<file path="src/rtl/alu_pipe_pkg.sv">
// Shared types for the pipelined ALU: command encodings, FSM states and result flags.
package alu_pipe_pkg;

  typedef enum logic [2:0] {
    IDLE,
    WAIT_A,
    WAIT_B,
    EXEC,
    MUL2
  } state_t;

  typedef enum logic [3:0] {
    A_ADD     = 4'd0,
    A_SUB     = 4'd1,
    A_ADD_CIN = 4'd2,
    A_SUB_CIN = 4'd3,
    A_INC_A   = 4'd4,
    A_DEC_A   = 4'd5,
    A_INC_B   = 4'd6,
    A_DEC_B   = 4'd7,
    A_CMP     = 4'd8,
    A_MUL_INC = 4'd9,
    A_MUL_SHL = 4'd10
  } arith_cmd_e;

  typedef enum logic [3:0] {
    L_AND    = 4'd0,
    L_NAND   = 4'd1,
    L_OR     = 4'd2,
    L_NOR    = 4'd3,
    L_XOR    = 4'd4,
    L_XNOR   = 4'd5,
    L_NOT_A  = 4'd6,
    L_NOT_B  = 4'd7,
    L_SHR1_A = 4'd8,
    L_SHL1_A = 4'd9,
    L_SHR1_B = 4'd10,
    L_SHL1_B = 4'd11,
    L_ROL    = 4'd12,
    L_ROR    = 4'd13
  } logic_cmd_e;

  // Result width depends on DW, so the flags travel as a struct beside the result bus.
  typedef struct packed {
    logic cout;
    logic oflow;
    logic g;
    logic e;
    logic l;
    logic err;
  } alu_flags_t;

endpackage

</file>
<file path="src/rtl/alu_pipe_core_if.sv">
// Operand/command source and result consumer bus of alu_pipe_core.
interface alu_pipe_core_if #(
  parameter int DW = 8,
  parameter int CW = 4
) ();
  logic            CE;
  logic            MODE;
  logic [CW-1:0]   CMD;
  logic [1:0]      INP_VALID;
  logic [DW-1:0]   OPA;
  logic [DW-1:0]   OPB;
  logic            CIN;
  logic [2*DW-1:0] RES;
  logic            COUT;
  logic            OFLOW;
  logic            G;
  logic            E;
  logic            L;
  logic            ERR;
  logic            OUT_VALID;
  logic            BUSY;

  modport master (
    output CE, MODE, CMD, INP_VALID, OPA, OPB, CIN,
    input  RES, COUT, OFLOW, G, E, L, ERR, OUT_VALID, BUSY
  );

  modport slave (
    input  CE, MODE, CMD, INP_VALID, OPA, OPB, CIN,
    output RES, COUT, OFLOW, G, E, L, ERR, OUT_VALID, BUSY
  );
endinterface

</file>
<file path="src/rtl/alu_exec_unit.sv">
// Combinational ALU datapath. Multiplies are returned on mul_p as the stage-1 product
// for the parent to register; res/flags cover every single-cycle command.
module alu_exec_unit
  import alu_pipe_pkg::*;
#(
  parameter int DW = 8,
  parameter int CW = 4
) (
  input  logic            mode,
  input  logic [CW-1:0]   cmd,
  input  logic [DW-1:0]   a,
  input  logic [DW-1:0]   b,
  input  logic            cin,
  output logic [2*DW-1:0] res,
  output alu_flags_t      flags,
  output logic            is_mul,
  output logic [2*DW-1:0] mul_p
);
  localparam int RW  = 2 * DW;
  localparam int SHW = $clog2(DW);
  localparam logic [DW:0] ONE_X = (DW+1)'(1);

  logic [DW:0]    a_x, b_x, cin_x;
  logic [DW:0]    add_r, sub_r, fa, fb;
  logic [DW-1:0]  lres;
  logic [RW-1:0]  rot;
  logic [SHW-1:0] rot_amt;
  logic           rot_bad, cmd_hi, is_add, is_sub, is_logic;

  assign a_x     = {1'b0, a};
  assign b_x     = {1'b0, b};
  assign cin_x   = {{DW{1'b0}}, cin};
  assign rot_amt = b[SHW-1:0];
  assign rot_bad = |(b >> SHW);
  assign cmd_hi  = |(cmd >> 4);

  always_comb begin
    res      = '0;
    flags    = '0;
    is_mul   = 1'b0;
    mul_p    = '0;
    add_r    = '0;
    sub_r    = '0;
    fa       = '0;
    fb       = '0;
    lres     = '0;
    rot      = '0;
    is_add   = 1'b0;
    is_sub   = 1'b0;
    is_logic = 1'b0;

    if (cmd_hi) begin
      flags.err = 1'b1;
    end else if (mode) begin
      // Subtractions run one bit wide so the top bit of the difference is the borrow.
      unique case (arith_cmd_e'(cmd[3:0]))
        A_ADD:     begin add_r = a_x + b_x;          is_add = 1'b1; end
        A_ADD_CIN: begin add_r = a_x + b_x + cin_x;  is_add = 1'b1; end
        A_INC_A:   begin add_r = a_x + ONE_X;        is_add = 1'b1; end
        A_INC_B:   begin add_r = b_x + ONE_X;        is_add = 1'b1; end
        A_SUB:     begin sub_r = a_x - b_x;          is_sub = 1'b1; end
        A_SUB_CIN: begin sub_r = a_x - b_x - cin_x;  is_sub = 1'b1; end
        A_DEC_A:   begin sub_r = a_x - ONE_X;        is_sub = 1'b1; end
        A_DEC_B:   begin sub_r = b_x - ONE_X;        is_sub = 1'b1; end
        A_CMP: begin
          flags.g = (a > b);
          flags.e = (a == b);
          flags.l = (a < b);
        end
        A_MUL_INC: begin fa = a_x + ONE_X; fb = b_x + ONE_X; is_mul = 1'b1; end
        A_MUL_SHL: begin fa = {a, 1'b0};   fb = b_x;         is_mul = 1'b1; end
        default:   flags.err = 1'b1;
      endcase
    end else begin
      is_logic = 1'b1;
      unique case (logic_cmd_e'(cmd[3:0]))
        L_AND:    lres = a & b;
        L_NAND:   lres = ~(a & b);
        L_OR:     lres = a | b;
        L_NOR:    lres = ~(a | b);
        L_XOR:    lres = a ^ b;
        L_XNOR:   lres = ~(a ^ b);
        L_NOT_A:  lres = ~a;
        L_NOT_B:  lres = ~b;
        L_SHR1_A: lres = a >> 1;
        L_SHL1_A: lres = a << 1;
        L_SHR1_B: lres = b >> 1;
        L_SHL1_B: lres = b << 1;
        L_ROL: begin
          rot       = {a, a} << rot_amt;
          lres      = rot[RW-1:DW];
          flags.err = rot_bad;
        end
        L_ROR: begin
          rot       = {a, a} >> rot_amt;
          lres      = rot[DW-1:0];
          flags.err = rot_bad;
        end
        default: begin
          is_logic  = 1'b0;
          flags.err = 1'b1;
        end
      endcase
    end

    if (is_add) begin
      res        = RW'(add_r);
      flags.cout = add_r[DW];
    end
    if (is_sub) begin
      res         = RW'(sub_r[DW-1:0]);
      flags.oflow = sub_r[DW];
    end
    if (is_logic) res = {{DW{1'b0}}, lres};
    if (is_mul)   mul_p = RW'(fa) * RW'(fb);
  end

endmodule

</file>
<file path="src/rtl/alu_pipe_core.sv">
// Pipelined ALU top: operand-collection FSM with timeout, operand/command registers,
// multiply second stage and registered result outputs with a one-cycle OUT_VALID pulse.
module alu_pipe_core
  import alu_pipe_pkg::*;
#(
  parameter int DW      = 8,
  parameter int CW      = 4,
  parameter int TIMEOUT = 16
) (
  input  logic            CLK,
  input  logic            RST,
  alu_pipe_core_if.slave  bus
);
  localparam int RW   = 2 * DW;
  localparam int CNTW = $clog2(TIMEOUT + 1);
  localparam logic [CNTW-1:0] TO_LAST = CNTW'(TIMEOUT - 1);

  state_t          state_q, state_d;
  logic [DW-1:0]   a_q, a_d, b_q, b_d;
  logic [CW-1:0]   cmd_q, cmd_d;
  logic            mode_q, mode_d, cin_q, cin_d;
  logic [CNTW-1:0] cnt_q, cnt_d;
  logic [RW-1:0]   mul_q, mul_d, res_q, res_d;
  alu_flags_t      flags_q, flags_d;
  logic            ov_q, ov_d;

  logic            va, vb, cap;
  logic [RW-1:0]   ex_res, ex_mul;
  alu_flags_t      ex_flags;
  logic            ex_is_mul;

  assign va = bus.INP_VALID[0];
  assign vb = bus.INP_VALID[1];

  alu_exec_unit #(.DW(DW), .CW(CW)) u_exec (
    .mode   (mode_q),
    .cmd    (cmd_q),
    .a      (a_q),
    .b      (b_q),
    .cin    (cin_q),
    .res    (ex_res),
    .flags  (ex_flags),
    .is_mul (ex_is_mul),
    .mul_p  (ex_mul)
  );

  always_comb begin
    state_d = state_q;
    a_d     = a_q;
    b_d     = b_q;
    cmd_d   = cmd_q;
    mode_d  = mode_q;
    cin_d   = cin_q;
    cnt_d   = cnt_q;
    mul_d   = mul_q;
    res_d   = res_q;
    flags_d = flags_q;
    ov_d    = 1'b0;
    cap     = 1'b0;

    unique case (state_q)
      IDLE: begin
        if (va || vb) begin
          cap     = 1'b1;
          state_d = (va && vb) ? EXEC : (va ? WAIT_B : WAIT_A);
        end
      end
      // Any capture (missing, repeated or both operands) restarts the idle count.
      WAIT_A, WAIT_B: begin
        if (va || vb) begin
          cap = 1'b1;
          if ((state_q == WAIT_A && va) || (state_q == WAIT_B && vb)) state_d = EXEC;
        end else if (cnt_q == TO_LAST) begin
          state_d   = IDLE;
          res_d     = '0;
          flags_d   = '0;
          flags_d.err = 1'b1;
          ov_d      = 1'b1;
          cnt_d     = '0;
        end else begin
          cnt_d = cnt_q + CNTW'(1);
        end
      end
      EXEC: begin
        if (ex_is_mul) begin
          mul_d   = ex_mul;
          state_d = MUL2;
        end else begin
          res_d   = ex_res;
          flags_d = ex_flags;
          ov_d    = 1'b1;
          state_d = IDLE;
        end
      end
      MUL2: begin
        res_d   = mul_q;
        flags_d = '0;
        ov_d    = 1'b1;
        state_d = IDLE;
      end
      default: state_d = IDLE;
    endcase

    if (cap) begin
      cmd_d  = bus.CMD;
      mode_d = bus.MODE;
      cin_d  = bus.CIN;
      cnt_d  = '0;
      if (va) a_d = bus.OPA;
      if (vb) b_d = bus.OPB;
    end
  end

  always_ff @(posedge CLK) begin
    if (RST) begin
      state_q <= IDLE;
      a_q     <= '0;
      b_q     <= '0;
      cmd_q   <= '0;
      mode_q  <= 1'b0;
      cin_q   <= 1'b0;
      cnt_q   <= '0;
      mul_q   <= '0;
      res_q   <= '0;
      flags_q <= '0;
      ov_q    <= 1'b0;
    end else if (bus.CE) begin
      state_q <= state_d;
      a_q     <= a_d;
      b_q     <= b_d;
      cmd_q   <= cmd_d;
      mode_q  <= mode_d;
      cin_q   <= cin_d;
      cnt_q   <= cnt_d;
      mul_q   <= mul_d;
      res_q   <= res_d;
      flags_q <= flags_d;
      ov_q    <= ov_d;
    end
  end

  assign bus.RES       = res_q;
  assign bus.COUT      = flags_q.cout;
  assign bus.OFLOW     = flags_q.oflow;
  assign bus.G         = flags_q.g;
  assign bus.E         = flags_q.e;
  assign bus.L         = flags_q.l;
  assign bus.ERR       = flags_q.err;
  assign bus.OUT_VALID = ov_q;
  assign bus.BUSY      = (state_q == EXEC) || (state_q == MUL2);

endmodule

</file>
<file path="src/flat_wrapper.sv">
// flat-port wrapper written by rule: the top's interface ports become plain ports
module alu_pipe_core_flat import alu_pipe_pkg::*;
#(
  parameter int DW      = 8,
  parameter int CW      = 4,
  parameter int TIMEOUT = 16
)
  (CLK, RST, bus_CE, bus_MODE, bus_CMD, bus_INP_VALID, bus_OPA, bus_OPB, bus_CIN, bus_RES, bus_COUT, bus_OFLOW, bus_G, bus_E, bus_L, bus_ERR, bus_OUT_VALID, bus_BUSY);
  alu_pipe_core_if #(.DW(DW), .CW(CW)) bus_i ();
  input  logic CLK;
  input  logic RST;
  input wire logic [$bits(bus_i.CE)-1:0] bus_CE;
  input wire logic [$bits(bus_i.MODE)-1:0] bus_MODE;
  input wire logic [$bits(bus_i.CMD)-1:0] bus_CMD;
  input wire logic [$bits(bus_i.INP_VALID)-1:0] bus_INP_VALID;
  input wire logic [$bits(bus_i.OPA)-1:0] bus_OPA;
  input wire logic [$bits(bus_i.OPB)-1:0] bus_OPB;
  input wire logic [$bits(bus_i.CIN)-1:0] bus_CIN;
  output wire logic [$bits(bus_i.RES)-1:0] bus_RES;
  output wire logic [$bits(bus_i.COUT)-1:0] bus_COUT;
  output wire logic [$bits(bus_i.OFLOW)-1:0] bus_OFLOW;
  output wire logic [$bits(bus_i.G)-1:0] bus_G;
  output wire logic [$bits(bus_i.E)-1:0] bus_E;
  output wire logic [$bits(bus_i.L)-1:0] bus_L;
  output wire logic [$bits(bus_i.ERR)-1:0] bus_ERR;
  output wire logic [$bits(bus_i.OUT_VALID)-1:0] bus_OUT_VALID;
  output wire logic [$bits(bus_i.BUSY)-1:0] bus_BUSY;
  assign bus_i.CE = bus_CE;
  assign bus_i.MODE = bus_MODE;
  assign bus_i.CMD = bus_CMD;
  assign bus_i.INP_VALID = bus_INP_VALID;
  assign bus_i.OPA = bus_OPA;
  assign bus_i.OPB = bus_OPB;
  assign bus_i.CIN = bus_CIN;
  assign bus_RES = bus_i.RES;
  assign bus_COUT = bus_i.COUT;
  assign bus_OFLOW = bus_i.OFLOW;
  assign bus_G = bus_i.G;
  assign bus_E = bus_i.E;
  assign bus_L = bus_i.L;
  assign bus_ERR = bus_i.ERR;
  assign bus_OUT_VALID = bus_i.OUT_VALID;
  assign bus_BUSY = bus_i.BUSY;
  alu_pipe_core #(.DW(DW), .CW(CW), .TIMEOUT(TIMEOUT)) u_core (.CLK(CLK), .RST(RST), .bus(bus_i));
endmodule
</file>
<file path="config.mk">
export PLATFORM = sky130hd
export DESIGN_NAME = alu_pipe_core_flat
export DESIGN_NICKNAME = d
export VERILOG_FILES = /design/src/rtl/alu_pipe_pkg.sv /design/src/rtl/alu_pipe_core_if.sv /design/src/rtl/alu_exec_unit.sv /design/src/rtl/alu_pipe_core.sv /design/src/flat_wrapper.sv
export SDC_FILE = /design/constraint.sdc
export NUM_CORES = 1
export LEC_CHECK = 0
export CAP_MARGIN = 20
export CORE_MARGIN = 10
export CORE_UTILIZATION = 60
export DETAILED_ROUTE_END_ITERATION = 8
export PLACE_DENSITY = 0.87
export RECOVER_POWER = 100
export SYNTH_ARGS = -nofsm -noshare
export SYNTH_HDL_FRONTEND = slang
export SYNTH_HIERARCHICAL = 1
export SYNTH_SLANG_ARGS = --single-unit
</file>
<file path="constraint.sdc">
create_clock -name CLK -period 6.05 [get_ports CLK]
set_input_delay 1.815 -clock CLK [delete_from_list [all_inputs] [get_ports CLK]]
set_output_delay 1.815 -clock CLK [all_outputs]
set_load 0.05 [all_outputs]
</file>
==> results.yml, run 1 <==
layout:
  fin_nets: 1493
  insertedDiodeCount: 0
  seqCellArea_sq_mm: 0.00138
  area_growth_syn_to_layout_pct: 12.7
  fillers: 1336
  multi_input_comb_area_sq_mm: 0.00746
  drive_gt1_share_pct: 12.6
clock_network:
  cts_tree: "built"
  clock_path_buffers: 2
  htree_levels: 3
  cts-root-buf: "clkbuf_16"
  path_clk_slew_ns: 0.07
  clk_latency_ns: 0.35
  cts_hold_buf: 0
  numClockSinks: 69
  cts_buffers: 9
yosys:
  syn_inst: 1302
  synth_seq_area_share_pct: 14.3
  synth_edf_count: 0
  synth_most_common_cell: "nor2_1"
  synth_area_leader_cell: "dfxtp_1"
  yosysUniqueCellTypes: 94
  netlist.area_leader.share_pct: 14.3
  ys_async_sr_fraction_pct: 0
  netlist_top_cells_area: "dfxtp_1 (14%), fa_1 (11%), ha_1 (8.1%)"
  ys_warn_count: 6
  synth_commonest_cells: "nor2_1 (148), nand2_1 (139), inv_1 (118)"
  synth_area_sq_mm: 0.00968
  synth_seq_cells: 69
  synthFlopType: "dfxtp_1"
  synth.avg_cell_area_sq_um: 7.43
routing:
  drc: 0
  drt_iter0_markers: 1464
  wirelength_mm: 35.4
  wl_per_cell_um: 22.5
  ant_nets: 0
  firstDrtPassIters: 6
  avgViaCountPerCell: 6.48
  vias: 10200
global_routing:
  grt_max_degree: 43
  overflow: 0
  grt_first_pass_wirelength_mm: 54.9
  grt_pass1_vias: 9863
  grt_usage_pct: 31.6
  antenna_found_initial: 0
power:
  power_density_mw_per_mm2: 145
  ir_drop_v: 0.000196
  finalPower_mw: 1.58
  leakage_nw: 4.44
hold_path:
  worstHoldStart: "u_core/mul_q[4]"
  hold_path_end: "u_core/mul_q[4]"
  min_path_cells: 2
  min_path_type: "flop to flop"
die:
  die_y_um: 147
  start_util_pct: 61.1
  core_sq_mm: 0.0158
  io_pins: 51
  die_area_sq_mm: 0.0216
  placementRows: 46
  die_w_um: 147
setup_path:
  arrival_ns: 6.06
  cp-end-kind: "flop"
  criticalPathCategory: "flop to flop"
  r2r-start: "u_core/b_q[0]"
  rrSetupSlack_ns: 0.27
  cp_max_fo: 5
  worst-r2r-cell-count: 24
  worst_setup_path_start_kind: "flop"
  r2r-end: "u_core/mul_q[15]"
  cp.required_ns: 6.33
status:
  status: "finished, violations left"
  violations: "capacitance limit, slew limit"
timing:
  layout_min_cycle_time_ns: 5.78
  fin_crit_sh_pct: 95.5
  finalHoldViolations: 0
  max_freq_mhz: 173
  setup_ws_ns: 0.270
  drv_slew: 43
  final-setup-viol-count: 0
  skew_ns: 0.00738
  max_slew_margin_pct: -37.7
  worst_pin_slew_ns: 2.07
run:
  maxCapViolCount: 2
place:
  place_ws_ns: 0.179
  gp_congestion: 1.04
  port-buffer-count: 50
  hpwl_mm: 27.7
-- worst max path at each step --
| stage | start | to | slack (ns) | cells past startpoint |
|---|---|---|---|---|
| global route | u_core/b_q[0] | u_core/mul_q[15] | -0.009 | 24 |
| finish | u_core/b_q[0] | u_core/mul_q[15] | 0.27 | 24 |
| CTS | u_core/cmd_q[0] | u_core/mul_q[14] | 0.14 | 23 |
| floorplan | u_core/b_q[2] | u_core/mul_q[14] | 0.51 | 23 |
| global placement | u_core/cmd_q[0] | u_core/mul_q[14] | 0.25 | 23 |
| detailed placement | u_core/cmd_q[0] | u_core/mul_q[14] | 0.18 | 23 |
-- metal layers --
layer | part of all wire (%) | vias to the layer above | track usage, %
met5 | 0 | - | 0
li1 | - | 4606 | -
met4 | 4.2 | 0 | 12.3
met1 | 40 | 4796 | 41.0
met2 | 44 | 663 | 49.0
met3 | 12 | 122 | 8.35
-- through the flow --
| stage | TNS [ns] | util [%] | cell area (sq um) | std cells | hold slack, ns |
|---|---|---|---|---|---|
| after floorplan | 0 | - | 9700 | 1308 | 0.421 |
| after global placement | 0 | 66.7 | 10600 | 1556 | 0.436 |
| after detailed placement | 0 | 66.7 | 10600 | 1556 | 0.447 |
| after CTS | 0 | 68.5 | 10800 | 1572 | 0.456 |
| after global routing | -0.0170 | 68.9 | 10900 | 1573 | 0.480 |
| final | 0 | 68.9 | 10900 | 1573 | 0.457 |
-- worst max-delay path, stage by stage (launching register included) --
cell,delay (ns)
dfxtp_1,0.44
ha_1,0.26
nand3_1,0.20
nor2_2,0.22
o21ai_0,0.11
a22oi_1,0.28
inv_1,0.09
nand2_1,0.17
nor2_1,0.08
fa_1,0.48
inv_1,0.06
fa_1,0.58
inv_1,0.07
fa_1,0.52
inv_1,0.06
fa_1,0.60
inv_1,0.07
ha_1,0.34
and3_1,0.20
a21oi_1,0.18
a31oi_1,0.12
or2_2,0.28
mux2i_1,0.13
nand2_1,0.06
a21oi_1,0.13
-- final cells by class --
cell class | count | share of cell area (%)
multi-input cells | 1028 | 68.4
flip-flops and latches | 69 | 12.7
repair buffers | 123 | 9.50
inverters | 121 | 4.17
well taps | 216 | 2.48
clock buffers | 9 | 2.07
clock inverters | 7 | 0.677
-- placed cells by master, fill, tap and decap left out, drive strengths merged, types with 11 or more instances in the layout --
cell and instances:
fa 51, mux2i 27, o22ai 14, xnor2 42, a211oi 24, nor2b 17
buf 72, nor3 30, clkbuf 11, nor2 148, nand3 56, nand2b 24
dfxtp 69, xor2 22, dlygate4sd3 25, clkdlybuf4s50 24, a21oi 93, and2 15
or2 13, o21ai 55, inv 127, nand2 139, ha 63, a22oi 32
-- flip-flops by register name (all words and copies together), names as in the netlist, 3 cells and up --
register,flops
u_core/b_q,8
u_core/bus.RES,16
u_core/mul_q,16
u_core/cmd_q,4
u_core/state_q,3
u_core/cnt_q,5
u_core/a_q,8
-- repair_timing --
| action | CTS | global route |
|---|---|---|
| setup buffers | 0 | 1 |
| gates resized for setup | 0 | 23 |
| setup endpoints to repair | 0 | 4 |
-- report_power, final --
part           switching, mW  total (mW)  internal (mW)  leakage, nW
logic                  0.354       0.557          0.203         3.73
registers             0.0223       0.495          0.473        0.561
clock network          0.241       0.533          0.293        0.148
total                  0.617        1.58          0.968         4.44
-- kinds of logic (layout without fill, tap and decap cells) --
kind of cell	after synthesis	in the layout	share of synthesized area, %
buf+inv	211	260	9.41
fa+ha+maj	114	114	18.7
mux	39	39	5.00
simple gates	493	493	24.3
flops	69	69	14.3
xor+xnor	64	64	5.87
compound gates	311	311	22.4
other cells	1	7	0.0387
No activity file was read; power rests on OpenSTA's default activity.
==> inputs of run 2 (changes only) <==
- clock period: 6.05 -> 6.8 ns (I/O delays scaled with it)
==> results.yml, run 2 (synthesis gave the netlist of run 1 again) <==
status:
  status: "finished, violations left"
  violations: "capacitance limit, slew limit"
power:
  finalPower_mw: 1.39
  p_switching_mw: 0.513
  seq_power_share_pct: 32.1
  leakage_nw: 4.26
  ir_drop_v: 0.000204
  p_int_mw: 0.876
  switching_share_pct: 36.9
  power.share.combinational_pct: 34.4
  power_density_mw_per_mm2: 132
  p_clk_share_pct: 33.5
clock_network:
  cts_hold_buf: 0
  cts-root-buf: "clkbuf_16"
  htree_levels: 3
  path_clk_slew_ns: 0.06
  cts_tree: "built"
  cts_setup_buffers: 0
  clk_latency_ns: 0.34
  cts_buffers: 9
  clock_path_buffers: 2
  numClockSinks: 69
  cts_resized: 0
setup_path:
  crit_path_top_delay_cell: "dfxtp_1"
  rrSetupSlack_ns: 0.41
  worst_setup_path_start_kind: "flop"
  cp-end-kind: "flop"
  path_cells: "nor3b_1 > nand2_1 > nor4_1 > o21ai_0 > o21ai_0 > nand2_1 > fa_1 > inv_1 > fa_1 > ha_1 > inv_1 > fa_1 > inv_1 > fa_1 > a21o_1 > a21oi_1 > o21bai_1 > a2111o_1 > a41oi_1 > xor2_1 > nor2_1 > nand2_1 > a21oi_1"
  critPathMaxStageDelay_ns: 0.59
  worst-r2r-cell-count: 23
  cpMostUsedCell: "fa_1"
  r2r-start: "u_core/cmd_q[3]"
  arrival_ns: 6.58
  crit_buf_inv: 3
  cp_top_family: "adder cells"
  r2r-end: "u_core/mul_q[14]"
  cp.required_ns: 6.99
  criticalPathCategory: "flop to flop"
  cp_max_fo: 14
global_routing:
  grt_max_degree: 69
  grt_pass1_vias: 9992
  grt_usage_pct: 30.9
  overflow: 0
  antenna_found_initial: 0
  grt_first_pass_wirelength_mm: 54.3
die:
  core_sq_mm: 0.0158
  placementRows: 46
  die_y_um: 147
  die_w_um: 147
  die_area_sq_mm: 0.0216
  start_util_pct: 61.1
  io_pins: 51
hold_path:
  worstHoldStart: "u_core/mul_q[5]"
  min_path_cells: 2
  min_path_type: "flop to flop"
  hold_path_end: "u_core/mul_q[5]"
routing:
  wl_met1_mm: 13.6
  drt_iter0_markers: 1320
  wirelength_mm: 34.6
  top_layer: "met4"
  avgViaCountPerCell: 6.54
  ant_nets: 0
  wl_met2_mm: 15.8
  vias: 10100
  firstDrtPassIters: 9
  drc: 0
  met3_length_mm: 3.57
  wl_per_cell_um: 22.4
layout:
  multi_input_comb_area_sq_mm: 0.00736
  drive_gt1_share_pct: 8.38
  fin_cells: 1541
  insertedDiodeCount: 0
  seqCellArea_sq_mm: 0.00138
  final_common_cell: "nor2_1"
  area_growth_syn_to_layout_pct: 9.09
  fin_nets: 1462
  final_cell_mix: "nor2_1 (148), nand2_1 (139), inv_1 (118), a21oi_1 (92), dfxtp_1 (69)"
  fillers: 1354
  final_util_pct: 66.7
timing:
  skew_ns: 0.00925
  rsz0062_at_grt: "no"
  final-setup-viol-count: 0
  finalHoldViolations: 0
  worst_pin_slew_ns: 2.03
  whs_ns: 0.465
  fin_crit_sh_pct: 93.9
  setup_tns_ns: 0
  layout_min_cycle_time_ns: 6.39
  max_freq_mhz: 157
  max_slew_margin_pct: -35.0
  drv_slew: 44
run:
  maxCapViolCount: 1
place:
  gp_congestion: 1.09
  port-buffer-count: 50
  dp_cells: 1526
  hpwl_mm: 26.3
## run 2: changes by cell type in the layout (fill, tap and decap cells not counted), sizes merged, moves of 2 or more
cell,before,now
dlygate4sd3,25,27
buf,72,41
inv,127,121
clkinv,1,4
clkdlybuf4s50,24,22
## run 2: metrics by stage
step / setup slack [ns] / cell area, sq um
2_1_floorplan: 1.26 / 9700
3_3_place_gp: 0.721 / 10300
3_5_place_dp: 0.497 / 10300
4_1_cts: 0.486 / 10600
5_1_grt: 0.0406 / 10600
6_report: 0.413 / 10600
## run 2: tightest hold or removal path, cell delays in order, from the launching register on
cell	delay (ns)
dfxtp_1	0.31
nand2_1	0.05
a21oi_1	0.06
## run 2: worst max path at each step
stage / from / to / slack [ns] / cells after the start
finish: u_core/cmd_q[3] / u_core/mul_q[14] / 0.41 / 23
global route: u_core/cmd_q[3] / u_core/mul_q[14] / 0.04 / 23
CTS: u_core/cmd_q[3] / u_core/mul_q[14] / 0.49 / 23
detailed placement: u_core/cmd_q[3] / u_core/mul_q[14] / 0.50 / 23
global placement: u_core/b_q[1] / u_core/mul_q[15] / 0.72 / 25
floorplan: u_core/b_q[2] / u_core/mul_q[14] / 1.26 / 23
## run 2: power groups by stage
stage	registers [mW]	logic, mW	clock network [mW]
4_1_cts	0.445	0.466	0.468
3_5_place_dp	0.453	0.462	0
5_1_grt	0.447	0.505	0.479
3_3_place_gp	0.452	0.458	0
6_report	0.445	0.478	0.466
2_1_floorplan	0.466	0.312	0
## run 2: layout make-up
cell class	instances	area share [%]
inverter	121	4.30
timing repair buffer	92	7.61
tap	216	2.56
multi-input combinational	1028	69.7
clock inverter	6	0.616
clock buffer	9	2.13
sequential	69	13.1
## run 2: routing by layer
metal	global-route usage, %	vias to the layer above
li1	-	4536
met5	0	-
met3	6.63	140
met2	50.8	665
met1	38.5	4735
met4	12.3	0
==> inputs of run 3 (changes only) <==
- SLEW_MARGIN: default -> 20
==> results of run 3 <==
The final DEF is identical to that of run 2; final timing and power are the same.
